--- src/rtl/conv_window_gen_pkg.sv ---
// ---------------------------------------------------------------------------
// conv_window_gen_pkg
// Shared types and constants for the convolution window generator.
//   PIX_W          : pixel width (8-bit unsigned)
//   DEF_K_H/DEF_K_W: default kernel height/width
//   pix_t, win_t   : pixel and default-size window types
//                    (win[0][0] = oldest row, leftmost column)
//   state_t        : frame-control FSM states
//   last_origin()  : largest multiple of 'step' that is <= 'span'
//   cnt_w()        : counter width for a 0..n-1 counter (at least 1 bit)
// ---------------------------------------------------------------------------
package conv_window_gen_pkg;

  localparam int PIX_W   = 8;
  localparam int DEF_K_H = 3;
  localparam int DEF_K_W = 3;

  typedef logic [PIX_W-1:0] pix_t;
  typedef pix_t [DEF_K_H-1:0][DEF_K_W-1:0] win_t;

  typedef enum logic [1:0] {
    ST_IDLE,
    ST_RUN,
    ST_DRAIN,
    ST_DONE
  } state_t;

  function automatic int last_origin(input int span, input int step);
    return span - (span % step);
  endfunction

  function automatic int cnt_w(input int n);
    return (n > 1) ? $clog2(n) : 1;
  endfunction

endpackage

--- src/rtl/conv_window_gen_if.sv ---
// ---------------------------------------------------------------------------
// conv_window_gen_if
// Pixel-in / window-out handshake bundle of the window generator.
//   pix_valid/pix_ready/pix_data : raster-scan pixel stream into the generator
//   win/win_valid/win_ready      : K_H x K_W window out to the conv unit
//   win_last                     : marks the final window of a frame
// Modports:
//   master : the window generator (consumes pixels, produces windows)
//   slave  : the environment around it (pixel source + window sink)
// ---------------------------------------------------------------------------
interface conv_window_gen_if #(
  parameter int K_H = conv_window_gen_pkg::DEF_K_H,
  parameter int K_W = conv_window_gen_pkg::DEF_K_W
);
  import conv_window_gen_pkg::*;

  logic                        pix_valid;
  logic                        pix_ready;
  pix_t                        pix_data;
  pix_t [K_H-1:0][K_W-1:0]     win;
  logic                        win_valid;
  logic                        win_ready;
  logic                        win_last;

  modport master (
    input  pix_valid, pix_data, win_ready,
    output pix_ready, win, win_valid, win_last
  );

  modport slave (
    output pix_valid, pix_data, win_ready,
    input  pix_ready, win, win_valid, win_last
  );

endinterface

--- src/rtl/conv_window_gen_line_buf.sv ---
// ---------------------------------------------------------------------------
// conv_line_buf
// One image row of pixel delay: a DEPTH-stage shift register advanced only
// when en is high. With DEPTH = image width and en = "pixel accepted", dout
// is the pixel from the same column one row earlier.
// Ports:
//   clk  : clock
//   en   : shift enable (one accepted pixel)
//   din  : pixel entering the row
//   dout : pixel leaving the row (DEPTH accepted pixels ago)
// ---------------------------------------------------------------------------
module conv_line_buf
  import conv_window_gen_pkg::*;
#(
  parameter int DEPTH = 8
) (
  input  logic clk,
  input  logic en,
  input  pix_t din,
  output pix_t dout
);

  pix_t mem [DEPTH];

  // NOTE: the delay storage has no reset; its contents are always
  // overwritten by the current frame before any window uses them, and
  // leaving it unreset lets it map onto plain registers or RAM.
  always_ff @(posedge clk) begin
    if (en) begin
      mem[0] <= din;
      for (int i = 1; i < DEPTH; i++) begin
        mem[i] <= mem[i-1];
      end
    end
  end

  assign dout = mem[DEPTH-1];

endmodule

--- src/rtl/conv_window_gen.sv ---
// ---------------------------------------------------------------------------
// conv_window_gen
// Producer side of the conv unit's window interface. Accepts a raster-scan
// 8-bit pixel stream, keeps K_H-1 line buffers plus a K_H x K_W shift
// window, and emits every valid-convolution window (no padding, stride 1)
// with a valid/ready handshake. Backpressure on the window side stalls the
// pixel side, so no window is dropped; an accepted pixel and an accepted
// window in the same cycle give full throughput.
//
// Build option:
//   CONV_WIN_STRIDE2_EN : emit only windows whose top-left origin has both
//                         coordinates even; win_last moves to the last such
//                         window.
//
// Parameters: IMG_W, IMG_H (image size), K_H, K_W (window size, K_H >= 2)
// Ports:
//   clk    : clock
//   rst_n  : synchronous active-low reset
//   start  : one-cycle pulse, begins a frame when idle
//   busy   : high while a frame is in RUN or DRAIN
//   done   : one-cycle pulse after the last window is accepted
//   wif    : pixel/window handshake bundle (master side)
// ---------------------------------------------------------------------------
module conv_window_gen
  import conv_window_gen_pkg::*;
#(
  parameter int IMG_W = 8,
  parameter int IMG_H = 8,
  parameter int K_H   = DEF_K_H,
  parameter int K_W   = DEF_K_W
) (
  input  logic                     clk,
  input  logic                     rst_n,
  input  logic                     start,
  output logic                     busy,
  output logic                     done,
  conv_window_gen_if.master        wif
);

  localparam int ROW_W = cnt_w(IMG_H);
  localparam int COL_W = cnt_w(IMG_W);

  localparam logic [ROW_W-1:0] ROW_MAX   = ROW_W'(IMG_H - 1);
  localparam logic [COL_W-1:0] COL_MAX   = COL_W'(IMG_W - 1);
  localparam logic [ROW_W-1:0] ROW_FIRST = ROW_W'(K_H - 1);
  localparam logic [COL_W-1:0] COL_FIRST = COL_W'(K_W - 1);

`ifdef CONV_WIN_STRIDE2_EN
  // Bottom-right pixel of the last window whose origin is even in both axes.
  localparam int LAST_R = last_origin(IMG_H - K_H, 2) + K_H - 1;
  localparam int LAST_C = last_origin(IMG_W - K_W, 2) + K_W - 1;
  // Origin row r-(K_H-1) is even when r has the same parity as K_H-1.
  localparam logic ROW_PAR = 1'((K_H - 1) % 2);
  localparam logic COL_PAR = 1'((K_W - 1) % 2);
`else
  localparam int LAST_R = IMG_H - 1;
  localparam int LAST_C = IMG_W - 1;
`endif

  localparam logic [ROW_W-1:0] ROW_LAST = ROW_W'(LAST_R);
  localparam logic [COL_W-1:0] COL_LAST = COL_W'(LAST_C);

  state_t                   state, state_nxt;
  logic [ROW_W-1:0]         row;
  logic [COL_W-1:0]         col;
  pix_t [K_H-1:0][K_W-1:0]  win_q;
  logic                     win_valid_q;
  logic                     win_last_q;
  logic                     last_seen;   // final window already handed off

  logic                     pix_ready;
  logic                     pix_acc;
  logic                     win_acc;
  logic                     emit;
  logic                     at_frame_end;
  logic                     at_last_win;

  // chain[0] is the incoming pixel (row r); chain[k+1] is row r-1-k.
  pix_t                     chain [K_H];

  assign pix_acc      = wif.pix_valid && pix_ready;
  assign win_acc      = win_valid_q && wif.win_ready;
  assign at_frame_end = (row == ROW_MAX) && (col == COL_MAX);
  assign at_last_win  = (row == ROW_LAST) && (col == COL_LAST);

`ifdef CONV_WIN_STRIDE2_EN
  assign emit = (row >= ROW_FIRST) && (col >= COL_FIRST) &&
                (row[0] == ROW_PAR) && (col[0] == COL_PAR);
`else
  // Windows with c < K_W-1 straddle a row wrap and are never emitted.
  assign emit = (row >= ROW_FIRST) && (col >= COL_FIRST);
`endif

  // -------------------------------------------------------------------------
  // Line buffer chain: each stage delays its input by one full row.
  // -------------------------------------------------------------------------
  assign chain[0] = wif.pix_data;

  for (genvar k = 0; k < K_H - 1; k++) begin : g_lb
    conv_line_buf #(
      .DEPTH (IMG_W)
    ) u_lb (
      .clk  (clk),
      .en   (pix_acc),
      .din  (chain[k]),
      .dout (chain[k+1])
    );
  end

  // -------------------------------------------------------------------------
  // Frame-control FSM
  // -------------------------------------------------------------------------
  // NOTE: state and every other register below use non-blocking
  // assignments so all flops update together from pre-edge values.
  always_ff @(posedge clk) begin
    if (!rst_n) begin
      state <= ST_IDLE;
    end else begin
      state <= state_nxt;
    end
  end

  // NOTE: every output of this block is given a default first, so no path
  // through the case leaves a signal unassigned and no latch is inferred.
  always_comb begin
    state_nxt = state;
    pix_ready = 1'b0;
    busy      = 1'b0;
    done      = 1'b0;
    unique case (state)
      ST_IDLE: begin
        if (start) state_nxt = ST_RUN;
      end
      ST_RUN: begin
        busy      = 1'b1;
        // A pixel may enter only if the window it might create has room.
        pix_ready = !win_valid_q || wif.win_ready;
        if (pix_acc && at_frame_end) state_nxt = ST_DRAIN;
      end
      ST_DRAIN: begin
        busy = 1'b1;
        // With strided emission the final window can leave before the
        // frame's last pixel arrives, hence the sticky last_seen.
        if ((win_acc && win_last_q) || last_seen) state_nxt = ST_DONE;
      end
      ST_DONE: begin
        done      = 1'b1;
        state_nxt = ST_IDLE;
      end
      default: state_nxt = ST_IDLE;
    endcase
  end

  // -------------------------------------------------------------------------
  // Raster counters, shift window and output handshake
  // -------------------------------------------------------------------------
  always_ff @(posedge clk) begin
    if (!rst_n) begin
      row         <= '0;
      col         <= '0;
      win_q       <= '0;
      win_valid_q <= 1'b0;
      win_last_q  <= 1'b0;
      last_seen   <= 1'b0;
    end else begin
      if (state == ST_IDLE && start) begin
        row       <= '0;
        col       <= '0;
        last_seen <= 1'b0;
      end

      if (pix_acc) begin
        if (col == COL_MAX) begin
          col <= '0;
          row <= (row == ROW_MAX) ? '0 : row + 1'b1;
        end else begin
          col <= col + 1'b1;
        end

        // Shift columns left; the new right column is the vertical slice
        // at this column, oldest row at index 0.
        for (int i = 0; i < K_H; i++) begin
          for (int j = 0; j < K_W - 1; j++) begin
            win_q[i][j] <= win_q[i][j+1];
          end
          win_q[i][K_W-1] <= chain[K_H-1-i];
        end
      end

      // A new window overrides the clear so back-to-back windows have no
      // bubble; otherwise an accepted window retires.
      if (pix_acc && emit) begin
        win_valid_q <= 1'b1;
        win_last_q  <= at_last_win;
      end else if (wif.win_ready) begin
        win_valid_q <= 1'b0;
        win_last_q  <= 1'b0;
      end

      if (win_acc && win_last_q) last_seen <= 1'b1;
    end
  end

  assign wif.pix_ready = pix_ready;
  assign wif.win       = win_q;
  assign wif.win_valid = win_valid_q;
  assign wif.win_last  = win_last_q;

endmodule

--- src/flat_wrapper.sv ---
// flat-port wrapper written by rule: the top's interface ports become plain ports
module conv_window_gen_flat import conv_window_gen_pkg::*;
#(
  parameter int IMG_W = 8,
  parameter int IMG_H = 8,
  parameter int K_H   = DEF_K_H,
  parameter int K_W   = DEF_K_W
)
  (clk, rst_n, start, busy, done, wif_pix_valid, wif_pix_data, wif_win_ready, wif_pix_ready, wif_win, wif_win_valid, wif_win_last);
  conv_window_gen_if #(.K_H(K_H), .K_W(K_W)) wif_i ();
  input  logic clk;
  input  logic rst_n;
  input  logic start;
  output logic busy;
  output logic done;
  input wire logic [$bits(wif_i.pix_valid)-1:0] wif_pix_valid;
  input wire logic [$bits(wif_i.pix_data)-1:0] wif_pix_data;
  input wire logic [$bits(wif_i.win_ready)-1:0] wif_win_ready;
  output wire logic [$bits(wif_i.pix_ready)-1:0] wif_pix_ready;
  output wire logic [$bits(wif_i.win)-1:0] wif_win;
  output wire logic [$bits(wif_i.win_valid)-1:0] wif_win_valid;
  output wire logic [$bits(wif_i.win_last)-1:0] wif_win_last;
  assign wif_i.pix_valid = wif_pix_valid;
  assign wif_i.pix_data = wif_pix_data;
  assign wif_i.win_ready = wif_win_ready;
  assign wif_pix_ready = wif_i.pix_ready;
  assign wif_win = wif_i.win;
  assign wif_win_valid = wif_i.win_valid;
  assign wif_win_last = wif_i.win_last;
  conv_window_gen #(.IMG_W(IMG_W), .IMG_H(IMG_H), .K_H(K_H), .K_W(K_W)) u_core (.clk(clk), .rst_n(rst_n), .start(start), .busy(busy), .done(done), .wif(wif_i));
endmodule
--- config.mk ---
export PLATFORM = sky130hd
export DESIGN_NAME = conv_window_gen_flat
export DESIGN_NICKNAME = d
export VERILOG_FILES = /design/src/rtl/conv_window_gen_pkg.sv /design/src/rtl/conv_window_gen_if.sv /design/src/rtl/conv_window_gen_line_buf.sv /design/src/rtl/conv_window_gen.sv /design/src/flat_wrapper.sv
export SDC_FILE = /design/constraint.sdc
export NUM_CORES = 1
export LEC_CHECK = 0
export BUFFER_PORTS_ARGS = -buffer_cell sky130_fd_sc_hd__buf_2
export CAP_MARGIN = 40
export CORE_MARGIN = 2
export CORE_UTILIZATION = 52
export DETAILED_ROUTE_END_ITERATION = 12
export PLACE_DENSITY_LB_ADDON = 0.05
export SLEW_MARGIN = 30
export SYNTH_ARGS = -nofsm -noshare
export SYNTH_HDL_FRONTEND = slang
export SYNTH_HIERARCHICAL = 1
export SYNTH_SLANG_ARGS = --single-unit
--- constraint.sdc ---
create_clock -name clk -period 7.1 [get_ports clk]
set_input_delay 0.71 -clock clk [delete_from_list [all_inputs] [get_ports clk]]
set_output_delay 0.71 -clock clk [all_outputs]
set_load 0.05 [all_outputs]
After elaboration in Yosys (flattened, before gate mapping)
Memory sizes are Yosys's and may differ from the RTL's. A register that Yosys moved wholly into a read port is not among the register bits.
Index checks and enable logic that the tools add are counted.
- output and inout bits: 77
- word-level logic and storage cells: 67
- flip-flop bits (word level): 75
- bits of input ports: 13
- memory bits (read-only): 0
- memories: 2
- RAM bits: 128
- bits in latches: 0
- shift operators: 0
- reduce and logical (&&, ||, !) cells: 18
- divide/modulo/power cells: 0
- mux-type cells: 21
- multipliers: 0
- equal/unequal tests: 8
- add/sub/neg operators: 2
- $lt $le $gt $ge: 2
- bitwise logic cells: 0
- memories (memory ; words ; width ; read ports ; clocked after Yosys merged registers in ; wr ports ; RTL line ; text):
    u_core.g_lb[0].u_lb.mem ; 8 ; 8 ; 8 ; 0 ; 8 ; conv_window_gen_line_buf.sv:23 ; pix_t mem [DEPTH];
    u_core.g_lb[1].u_lb.mem ; 8 ; 8 ; 8 ; 1 ; 8 ; conv_window_gen_line_buf.sv:23 ;
- operators by type and width (cell ; count):
    $mux 3 ; 7
    $mux 1 ; 10
    $logic_and 1x1->1 ; 8
    $pmux 2 s4 ; 1
    $add 3x1->3 const B ; 2
    $eq 3x3->1 const B ; 2
    $ge 3x2->1 const B ; 2
    $mux 2 ; 3
    $reduce_bool 2->1 ; 3
    $eq 2x2->1 const B ; 2
    $ne 2x1->1 const B ; 2
    $reduce_and 3->1 ; 1
    $eq 2x1->1 const B ; 1
    $logic_not 1->1 ; 2
    $logic_not 2->1 ; 1
    $logic_or 1x1->1 ; 2
    $ne 2x2->1 const B ; 1
    $reduce_or 2->1 ; 1

Longest topological paths before layout
- depth in word-level cells: 7
- depth in mapped cells: 8
- depth with buffers taken out: 6

Modules after synthesis
Netlist, hierarchy kept.
- modules (own cells, without submodules) (module ; area each (µm²) ; cells an instance ; sequential area each (µm²) ; times used):
    conv_line_buf ; 1981.9 ; 72 ; 1921.8 ; 2
    conv_window_gen ; 3324.4 ; 384 ; 1661.6 ; 1

Worst setup path after synthesis
No wires, ideal clock.
- kind: input-to-reg
- start: in wif_win_ready
- end: mem u_core/g_lb[0].u_lb/mem[0][0] (netlist bit), enable pin
- library setup time: 433 ps
- arrival: 2635 ps
- data required time: 6667 ps
- buffers on the path: 1
- stages: 4
- setup slack: 4032 ps
- cells stage by stage: nand2b_4 > nand3_4 > inv_2 > buf_2
- RTL lines (element ; RTL line ; text):
    from (decl) ; flat_wrapper.sv:18 ; input wire logic [$bits(wif_i.win_ready)-1:0] wif_win_ready;
    to (decl) ; conv_window_gen_line_buf.sv:23 ;

Worst setup path after layout
- start: reg u_core.state[1]
- end: reg u_core.win_last_q (netlist: u_core/wif.win_last)
- cells in the longest elaborated chain, start to end: 5
- elaborated cells between the ends (all ways): 6
- classes of those cells: eq/ne (1); mux (2); reduce/logical (3)
- ends and longest elaborated chain (element ; RTL line ; text):
    from (decl) ; conv_window_gen.sv:63 ; state_t state, state_nxt;
    from (signal assigned) ; conv_window_gen.sv:119 ; state <= state_nxt;
    $eq 2x1->1 * ; conv_window_gen.sv:130 ; unique case (state)
    $mux 1 * ; conv_window_gen.sv:130 ;
    $logic_and 1x1->1 * ; conv_window_gen.sv:81 ; assign pix_acc = wif.pix_valid && pix_ready;
    $logic_and 1x1->1 * ; conv_window_gen.sv:192 ; if (pix_acc && emit) begin
    $mux 1 or $reduce_bool 2->1 (tied branches) ; - ;
    to (signal assigned) ; conv_window_gen.sv:194 ; win_last_q <= at_last_win;
    to (decl) ; conv_window_gen.sv:68 ; logic win_last_q;
Every way passes the cells marked *; elsewhere a longest branch is shown, timed or not.
A chain may end at the register's enable or synchronous reset.

==> metrics.md <==
| Metric | Value |
|---|---|
| Largest net degree at the start of global routing | 112 |
| Clk network pwr share | 35.8% |
| Core Box Area | 13800 µm² |
| Clock root buffer | clkbuf_16 |
| Vias | 4008 |
| Hold buffers post-CTS | 0 |
| Vias in the first global route | 3801 |
| Final GP Congestion | 0.697 |
| Drt via density | 5.01 |
| R2r startpoint | u_core/state[1]$_SDFFE_PN0P_ |
| Yosys warns | 6 |
| Period minus WS final | 2.91 ns |
| CP required | 7.48 ns |
| Final net count | 627 |
| WL final | 11.6 mm |
| Top FF cell, synth | edfxtp_1 |
| Critical path launch point type | flop |
| Hold Crit Depth | 1 |
| Final Hold Fails | 0 |
| Crit path launch | u_core/state[1]$_SDFFE_PN0P_ |
| Internal | 0.00221 W |
| Post-synth EDFFs | 128 |
| Syn nets | 551 |
| IO Count | 90 |
| Reg2Reg Depth | 8 |
| Highest Clock Rate | 343 MHz |
| Cell taking the most area after synthesis | edfxtp_1 |
| Top cell type's share of synthesized area | 52.7% |
| Crit path DAT | 3.29 ns |
| Clk sinks | 211 |
| Layout cell share with drive strength beyond 1 | 20.6% |
| Setup Buffers After CTS | 0 |
| Post-synthesis cell type count | 31 |
| Comb pwr share | 12.7% |
| Leak | 3.10 nW |
| H-tree depth | 1 |
| GRT Residual Overflow | 0 |
| RSZ-0062 raised after global routing | false |
| Total GRT Usage | 15.5% |
| Hold path start | wif_pix_data[1] |
| Max IR drop VDD | 0.233 mV |
| Port buffer count | 89 |
| R2R Path End | u_core/wif.win_last$_SDFFE_PN0P_ |
| Clock buffer depth | 3 |
| Worst hold-check path type | primary input to flop |
| Worst slew margin | 54.3% |
| Dominant cells by area after synthesis | edfxtp_1 53%, dfxtp_1 23%, nand2_1 7.7% |
| CTS resizes | 0 |
| Dominant cell by count in the synthesized netlist | nand2_1 |
| PD cells | 354 nW/µm² |
| Slowest cell delay on critical path | 0.60 ns |
| Initial DRC Count | 237 |
| ANT nets after route | 0 |
| Setup violators final | 0 |
| Die W | 122 µm |
| TritonCTS clock tree | yes |
| Synth cell count leaders | 149 x nand2_1, 128 x edfxtp_1, 83 x dfxtp_1 |
| CP Capture Type | flop |
| Placed inst area | 7740 µm² |
| Sw power | 0.000781 W |
| Residual DRC | 0 |
| Mapped cell area | 7290 µm² |
| N_diodes | 0 |
| R2r setup slk | 4.19 ns |
| Initial core utilization | 52.9% |
| Die area | 15000 µm² |
| Worst path buffer plus inverter count | 4 |
| Worst Path Max Fanout | 74 |
| Crit path max-delay cell type | buf_4 |
| Kind of critical path | flop to flop |
| Synth Register Bits | 211 |
| Status | complete, no violations |
| Die height | 122 µm |
| Slew Limit Fails | 0 |
| Floorplan row count | 43 |
| Dpl hpwl | 6.90 mm |
| Slew @ Worst Pin | 0.685 ns |
| Clk pin slew, worst setup/hold paths | 0.06 ns |
| Number of buffers created by CTS | 22 |
| Post-Route Setup TNS | 0 ns |
| Top delay family on crit path | buffers and inverters |
| Routed length per instance | 14.5 µm |
| Max cap viols | 0 |
| Critical-path cell list | inv_1 -> ha_1 -> nand3_4 -> inv_6 -> buf_16 -> buf_4 -> a211o_1 -> a21boi_1 |
| Avg Cell Area, Syn | 13.8 µm² |
| Reg power frac | 51.4% |
| Clock Skew | 0.0143 ns |
| Post-route cell area | 8460 µm² |
| Area grow syn2layout | 16.1% |
| Clock Latency Late Sink | 0.49 ns |
| Router iterations before antenna repair | 5 |
| Initial antenna violation count | 0 |
| Sw Ratio | 26.1% |
| Sequential share of the synthesized area | 75.5% |
| Ys async rst share | 0% |
| Hold endpoint | u_core/g_lb[0].u_lb/mem[0][1]$_DFFE_PP_ |
| First-pass GRT wire length | 18.4 mm |
| Synth Instances | 528 |
| Final Cycle Share | 41.0% |
## area by class of cell
cell class / instances / area (µm²)
inverter: 7 / 31.3
sequential: 211 / 5510
timing repair buffer: 93 / 510
clock buffer: 34 / 657
tap: 180 / 225
multi-input combinational: 269 / 1490
fill: 1096 / 5320
clock inverter: 6 / 36.3
## routing by layer
layer	share of wire, %	vias to the layer above	GRT usage, %
li1	-	1968	-
met1	46	1934	21.4
met2	46	92	24.9
met3	5.9	14	3.76
met4	1.5	0	3.95
met5	0	-	0
## per-stage QoR
| stage | worst slack (ns) | utilization (%) | hold slack [ns] | std cells | power, W |
|---|---|---|---|---|---|
| global placement | 3.36 | 56.0 | 0.402 | 758 | 0.00192 |
| global route | 3.93 | 61.4 | 0.396 | 800 | 0.00312 |
| CTS | 4.06 | 61.2 | 0.388 | 799 | 0.00302 |
| finish | 4.19 | 61.4 | 0.411 | 800 | 0.00299 |
| detailed placement | 3.80 | 56.2 | 0.405 | 759 | 0.00194 |
| floorplan | 4.03 | - | 0.400 | 528 | 0.00187 |
## state kept, by name, indices dropped and copies added (netlist names)
signal,cells
u_core/col,3
u_core/g_lb.u_lb/mem,128
u_core/last_seen,1
u_core/row,3
u_core/state,2
u_core/wif.win,72
u_core/wif.win_last,1
u_core/wif.win_valid,1
## cells by family after synthesis
group	count (synthesis)	synth area share (%)
mux	1	0.137
flops	211	75.5
simple gates	174	9.92
buf+inv	48	3.98
fa+ha+maj	10	1.72
compound gates	84	8.70
## worst register-to-register path, stage by stage (launching register included)
cell,delay [ns]
dfxtp_1,0.34
inv_1,0.08
ha_1,0.26
nand3_4,0.42
inv_6,0.45
buf_16,0.36
buf_4,0.61
a211o_1,0.23
a21boi_1,0.06
## power groups by stage
stage                     Clock (W)  Sequential, W  Combinational, W
after detailed placement          0        0.00157          0.000375
after CTS                   0.00110        0.00154          0.000376
after global placement            0        0.00156          0.000360
final                       0.00107        0.00154          0.000380
after global routing        0.00115        0.00155          0.000414
after floorplan                   0        0.00163          0.000244
## worst max-delay path by stage
stage	end	slack, ns	depth (start not counted)
floorplan	u_core/g_lb[0].u_lb/mem[0][0]$_DFFE_PP_	4.03	4
global placement	u_core/wif.win_last$_SDFFE_PN0P_	3.36	7
CTS	u_core/wif.win_last$_SDFFE_PN0P_	4.06	7
finish	u_core/wif.win_last$_SDFFE_PN0P_	4.19	8
global route	u_core/wif.win[56]$_SDFFE_PN0P_	3.93	7
detailed placement	u_core/wif.win_last$_SDFFE_PN0P_	3.80	7
## cell usage in the layout, fill, tap and decap left out, types with 2 or more instances in the layout
master     count
a21boi_0      41
a21boi_1      37
and3_1         3
buf_2         88
buf_4          3
clkbuf_1       7
clkbuf_16     23
clkbuf_8       4
clkinv_1       4
dfxtp_1       83
edfxtp_1     128
ha_1          10
inv_1          6
nand2_1      149
nand3_1        5
nand4_1        2
nor2_1         3
nor2b_1        2
nor3_1         2
o21a_1         2
or3_1          2
Note: power is estimated with default switching activity, not from simulation.
